===== src/rtl/apb_pkg.sv =====
// Shared types and constants for the APB memory completer.
package apb_pkg;

  typedef enum logic {
    IDLE   = 1'b0,
    ACCESS = 1'b1
  } apb_state_e;

  localparam int unsigned WAIT_W = 4;

  // The WAIT register occupies the last word of the region.
  localparam int unsigned WAIT_IDX_OFFSET = 1;

  function automatic int unsigned wait_idx(input int unsigned mem_words);
    return mem_words - WAIT_IDX_OFFSET;
  endfunction

endpackage


===== src/rtl/apb_slave_ram.sv =====
// Single-port word RAM: synchronous write, asynchronous read, no reset.
module apb_slave_ram #(
  parameter int DEPTH      = 63,
  parameter int DATA_WIDTH = 32,
  parameter int ADDR_W     = 6
) (
  input  logic                  clk,
  input  logic                  we,
  input  logic [ADDR_W-1:0]     addr,
  input  logic [DATA_WIDTH-1:0] wdata,
  output logic [DATA_WIDTH-1:0] rdata
);

  logic [DATA_WIDTH-1:0] mem [DEPTH];
  logic                  in_range;

  assign in_range = (32'(addr) < DEPTH);

  // NOTE: storage arrays get no reset; clearing them would turn the array into flops with a reset tree.
  always_ff @(posedge clk) begin
    if (we && in_range) begin
      mem[addr] <= wdata;
    end
  end

  assign rdata = in_range ? mem[addr] : '0;

endmodule


===== src/rtl/apb_slave_mem.sv =====
// APB completer: word RAM plus a WAIT register that sets the number of wait states per transfer.
module apb_slave_mem
  import apb_pkg::*;
#(
  parameter logic [31:0]       BASE_ADDR  = 32'h000,
  parameter int                MEM_WORDS  = 64,
  parameter int                ADDR_WIDTH = 32,
  parameter int                DATA_WIDTH = 32,
  parameter logic [WAIT_W-1:0] WAIT_RESET = 4'd0
) (
  input  logic                  HCLK,
  input  logic                  HRESET,
  input  logic                  PSEL,
  input  logic                  PENABLE,
  input  logic [ADDR_WIDTH-1:0] PADDR,
  input  logic                  PWRITE,
  input  logic [DATA_WIDTH-1:0] PWDATA,
  output logic [DATA_WIDTH-1:0] PRDATA,
  output logic                  PREADY,
  output logic                  PSLVERR
);

  localparam int                    IDX_W     = $clog2(MEM_WORDS);
  localparam int                    OFF_W     = ADDR_WIDTH - 2;
  localparam logic [ADDR_WIDTH-1:0] BASE      = ADDR_WIDTH'(BASE_ADDR);
  localparam logic [OFF_W-1:0]      WORDS_LIM = OFF_W'(MEM_WORDS);
  localparam logic [IDX_W-1:0]      WAIT_IDX  = IDX_W'(wait_idx(MEM_WORDS));

  apb_state_e            state_q, state_d;
  logic [WAIT_W-1:0]     cnt_q,   cnt_d;
  logic [WAIT_W-1:0]     wait_q,  wait_d;
  logic [IDX_W-1:0]      idx_q,   idx_d;
  logic                  write_q, write_d;
  logic [DATA_WIDTH-1:0] wdata_q, wdata_d;
  logic                  err_q,   err_d;
  logic [DATA_WIDTH-1:0] rdata_q, rdata_d;

  logic [OFF_W-1:0]      dec_word;
  logic [IDX_W-1:0]      dec_idx;
  logic                  dec_err;
  logic                  complete;
  logic                  commit;
  logic                  ram_we;
  logic [IDX_W-1:0]      ram_addr;
  logic [DATA_WIDTH-1:0] ram_rdata;

  assign dec_word = OFF_W'((PADDR - BASE) >> 2);
  assign dec_idx  = dec_word[IDX_W-1:0];
  assign dec_err  = (PADDR < BASE) | (dec_word >= WORDS_LIM) | (PADDR[1:0] != 2'b00);

  // Completion and write enable depend only on registered state and the handshake lines.
  assign complete = (state_q == ACCESS) & PSEL & PENABLE & (cnt_q == '0);
  assign commit   = complete & write_q & ~err_q & ~HRESET;
  assign ram_we   = commit & (idx_q != WAIT_IDX);

  // A write commits in an access cycle and a setup read happens with PENABLE low, so they never collide.
  assign ram_addr = ram_we ? idx_q : dec_idx;

  apb_slave_ram #(
    .DEPTH      (MEM_WORDS - 1),
    .DATA_WIDTH (DATA_WIDTH),
    .ADDR_W     (IDX_W)
  ) u_ram (
    .clk   (HCLK),
    .we    (ram_we),
    .addr  (ram_addr),
    .wdata (wdata_q),
    .rdata (ram_rdata)
  );

  // NOTE: every output and next-state value is defaulted first so no path can leave one unassigned and infer a latch.
  always_comb begin
    state_d = state_q;
    cnt_d   = cnt_q;
    wait_d  = wait_q;
    idx_d   = idx_q;
    write_d = write_q;
    wdata_d = wdata_q;
    err_d   = err_q;
    rdata_d = rdata_q;
    PREADY  = 1'b0;
    PSLVERR = 1'b0;
    PRDATA  = '0;

    if (PSEL && !PENABLE) begin
      // Setup: from IDLE, or abandoning an unfinished transfer while in ACCESS.
      state_d = ACCESS;
      idx_d   = dec_idx;
      write_d = PWRITE;
      wdata_d = PWDATA;
      err_d   = dec_err;
      cnt_d   = wait_q;
      rdata_d = (dec_idx == WAIT_IDX) ? DATA_WIDTH'(wait_q) : ram_rdata;
    end else begin
      case (state_q)
        IDLE: begin
          if (PSEL && PENABLE) begin
            PREADY  = 1'b1;
            PSLVERR = 1'b1;
          end
        end
        ACCESS: begin
          if (!PSEL) begin
            state_d = IDLE;
          end else if (cnt_q != '0) begin
            cnt_d = cnt_q - WAIT_W'(1);
          end else begin
            state_d = IDLE;
            PREADY  = 1'b1;
            PSLVERR = err_q;
            if (!write_q && !err_q) begin
              PRDATA = rdata_q;
            end
            if (commit && (idx_q == WAIT_IDX)) begin
              wait_d = wdata_q[WAIT_W-1:0];
            end
          end
        end
        default: state_d = IDLE;
      endcase
    end

    if (HRESET) begin
      PREADY  = 1'b0;
      PSLVERR = 1'b0;
      PRDATA  = '0;
    end
  end

  // NOTE: sequential state uses non-blocking assignments so every flop samples pre-edge values.
  always_ff @(posedge HCLK) begin
    if (HRESET) begin
      state_q <= IDLE;
      cnt_q   <= '0;
      wait_q  <= WAIT_RESET;
      idx_q   <= '0;
      write_q <= 1'b0;
      wdata_q <= '0;
      err_q   <= 1'b0;
      rdata_q <= '0;
    end else begin
      state_q <= state_d;
      cnt_q   <= cnt_d;
      wait_q  <= wait_d;
      idx_q   <= idx_d;
      write_q <= write_d;
      wdata_q <= wdata_d;
      err_q   <= err_d;
      rdata_q <= rdata_d;
    end
  end

endmodule


===== config.mk =====
export PLATFORM = sky130hd
export DESIGN_NAME = apb_slave_mem
export DESIGN_NICKNAME = d
export VERILOG_FILES = /design/src/rtl/apb_pkg.sv /design/src/rtl/apb_slave_ram.sv /design/src/rtl/apb_slave_mem.sv
export SDC_FILE = /design/constraint.sdc
export NUM_CORES = 2
export LEC_CHECK = 0
export ABC_CLOCK_PERIOD_IN_PS = 4900
export BUFFER_PORTS_ARGS = -buffer_cell sky130_fd_sc_hd__buf_4
export CAP_MARGIN = 20
export CELL_PAD_IN_SITES_DETAIL_PLACEMENT = 1
export CELL_PAD_IN_SITES_GLOBAL_PLACEMENT = 1
export CORE_UTILIZATION = 45
export CTS_CLUSTER_DIAMETER = 30
export DETAILED_ROUTE_END_ITERATION = 6
export PLACE_DENSITY_LB_ADDON = 0.1
export SYNTH_ARGS = -nofsm -noshare
export SYNTH_HDL_FRONTEND = slang
export SYNTH_SLANG_ARGS = --single-unit

===== constraint.sdc =====
create_clock -name HCLK -period 4.9 [get_ports HCLK]
set_input_delay 0 -clock HCLK [delete_from_list [all_inputs] [get_ports HCLK]]
set_output_delay 0 -clock HCLK [all_outputs]
set_load 0.05 [all_outputs]

==> out/metrics.cfg <==
[global_route]
grt-busiest-layer=met2
use_met1_pct=50.5
grt_pass1_vias=57500
grt_pass1_wl_um=470000
grtUsageMet3_pct=10.5
grt_overflow=0
antenna_found_initial=22
track_usage_pct=39.2
use_met2_pct=59.9
grt_max_degree=66

[floorplanning]
die_h_um=419
rows=152
coreArea_sq_mm=0.172
die_w_um=419
boundaryPins=103
die_area_sq_mm=0.176
start_util_pct=45.5

[power_and_ir_drop]
peakVddDrop_mv=0.424
sw_frac_of_total_pct=22.2
power_density_mw_per_mm2=525
combPwrFrac_pct=4.5
power.internal_w=0.0419
power.share.clock_pct=58.9
seq_power_share_pct=36.6
cellLeakagePower_nw=36.8
p_sw_w=0.0120

[yosys]
yosysWarningCount=0
yosys.area.top_type=edfxtp_1
ys_types=88
synthTopCellsByArea=edfxtp_1, o22ai_1, dfxtp_1
ys_async_sr_fraction_pct=0
ys_seq_area_share_pct=79.3
syn-cell-area_sq_mm=0.0784
synth_cells=4935
ys_seq_elements=2097
synth_flop_cell=edfxtp_1
synth_nets=5006
postSynthAreaPerCell_sq_um=15.9
synth_top_area_share_pct=77.2
synth_edf_count=2016

[route]
num_vias=56700
routed_via_density=6.75
ant_nets=0
drt_iter0_markers=8926
routed_wl_um=348000
post_drt_wl_per_cell_um=41.3
drc=1
detail_route.first_pass.iterations=7

[placed_design]
dp.cells=7392
gp_congestion=0.915
place_hpwl_um=190000
io_buffers=102
place_ws_ns=0.223

[sta]
max_freq_mhz=211
hold_viol_final=0
fin_tns_setup_ns=0
finalCritPeriodShare_pct=96.9
timing.final.ws_setup_ns=0.150
rsz0062_at_grt=no
setup_viol=0
fin_crit_ns=4.75
tightest_slew_ns=1.23
whs_ns=0.160
finClkSkew_ns=0.0925
maxSlewViolCount=0
slew_headroom_pct=17.9

[final_layout]
final_cell_mix=edfxtp_1, o22ai_1, clkbuf_16
finalCoreUtilization_pct=59.6
area_growth_pct=31.1
final_layout_size_suffix_gt1_share_pct=23.5
finish.net_count=5783
register_area_sq_mm=0.0622
multi_input_area_sq_mm=0.0154
layout_commonest_cell=edfxtp_1
fill_cells=15500
layoutNonFillerInstCount=8407

[clock_network]
clock_latency_ns=1.02
cts_sinks=2097
path_clk_slew_ns=0.04
h-tree-depth=5
cts_tree=done
numCtsBuffers=460
root_buffer=clkbuf_16
cts_resized=0
clockBufferDepth=4

[worst_hold_path]
whs_endpoint=cnt_q[3]
hold_depth=6
hp-start=PSEL
holdCritPathClass=input port to flip-flop

[worst_setup_path]
r2r-start=cnt_q[0]
start_kind=flip-flop
r2r_slack_ns=0.15
worst_r2r_path_depth=13
rr_endpoint=rdata_q[13]
crit_arrival_ns=5.65
critPathRequiredTime_ns=5.80
critPathKind=flip-flop to flip-flop
endpoint_kind=flip-flop
crit_fanout=31

[run]
cap_violations=0

[outcome]
violations=design-rule violations
run_status=complete, but fails checks

## per-layer routing
metal	vias to the layer above	share of wire (%)
li1	21700	-
met1	29400	36
met2	4505	45
met3	1086	12
met4	22	6.5
met5	-	0.044
## layout make-up
type / instances / area share [%]
Sequential cell: 2097 / 60.5
Clock buffer: 528 / 11.8
Tap cell: 2310 / 2.81
Antenna cell: 7 / 0.0170
Clock inverter: 312 / 3.66
Timing Repair Buffer: 643 / 6.22
Inverter: 7 / 0.0256
Multi-Input combinational cell: 2503 / 15.0
## through the flow
step                cell area (sq um)  power, W
global placement                85100    0.0222
global route                   103000    0.0548
CTS                            103000    0.0538
detailed placement              85200    0.0223
finish                         103000    0.0539
floorplan                       78400    0.0211
## flip-flops by register name, summed over array words and instances, names as in the netlist
signal	count
wait_q	4
state_q	1
wdata_q	32
write_q	1
rdata_q	32
idx_q	6
u_ram.mem	2016
cnt_q	4
err_q	1
## critical path, cell delays in order, from the launching register on
cell,delay (ns)
dfxtp_1,0.31
inv_1,0.12
ha_1,0.17
or3b_1,0.58
o31ai_1,0.52
and3_4,0.52
buf_12,0.30
buf_12,0.25
buf_4,0.22
o22ai_1,0.11
a22oi_1,0.23
a21oi_1,0.10
a2111oi_0,0.91
a32o_1,0.27
## cells in the mapped netlist, types with 9 or more instances
master and count:
edfxtp_1 2016, a21oi_1 296, o2111ai_1 9, a22oi_1 25, o22a_1 16, dfxtp_1 81
a221oi_1 13, clkbuf_1 96, o211ai_1 28, nor3_1 43, a2111oi_0 16, nor4_1 18
and2_1 37, nand2_1 389, a32o_1 22, nor2_1 297, nand3_1 50, or3_1 9
o22ai_1 647, buf_2 172, a31oi_1 79, o221ai_1 65, o21ai_0 110, mux2_2 67
and3_1 16, buf_1 39, o31ai_1 20, a211oi_1 65, mux2i_1 17, buf_4 17
## cells by family after synthesis
family          synth area share (%)
mux                             1.22
simple gates                    4.98
fa+ha+maj                     0.0319
compound gates                  12.5
buf+inv                         2.00
flops                           79.3
## power groups by stage
stage | logic (W) | registers, W | clock network [W]
floorplan | 0.000951 | 0.0201 | 0
global placement | 0.00217 | 0.0201 | 0
detailed placement | 0.00220 | 0.0201 | 0
CTS | 0.00232 | 0.0197 | 0.0317
global route | 0.00244 | 0.0197 | 0.0326
finish | 0.00241 | 0.0197 | 0.0317
## how the worst max path moves through the flow
stage,start,to,slack (ns),cells after the start
finish,cnt_q[0],rdata_q[13],0.15,13
CTS,cnt_q[0],rdata_q[13],0.20,13
global route,cnt_q[0],rdata_q[13],0.11,13
global placement,cnt_q[0],rdata_q[13],0.11,12
detailed placement,cnt_q[0],rdata_q[13],0.22,13
floorplan,cnt_q[0],u_ram.mem[51][0],0.53,13
## what timing repair did
| item | in CTS | in global routing |
|---|---|---|
| setup buffers | 0 | 0 |
| endpoints found under the hold margin | 56 | 0 |
| endpoints found under the setup margin | 0 | 0 |
| hold buffers | 168 | 0 |
(Power assumes the default switching activity.)
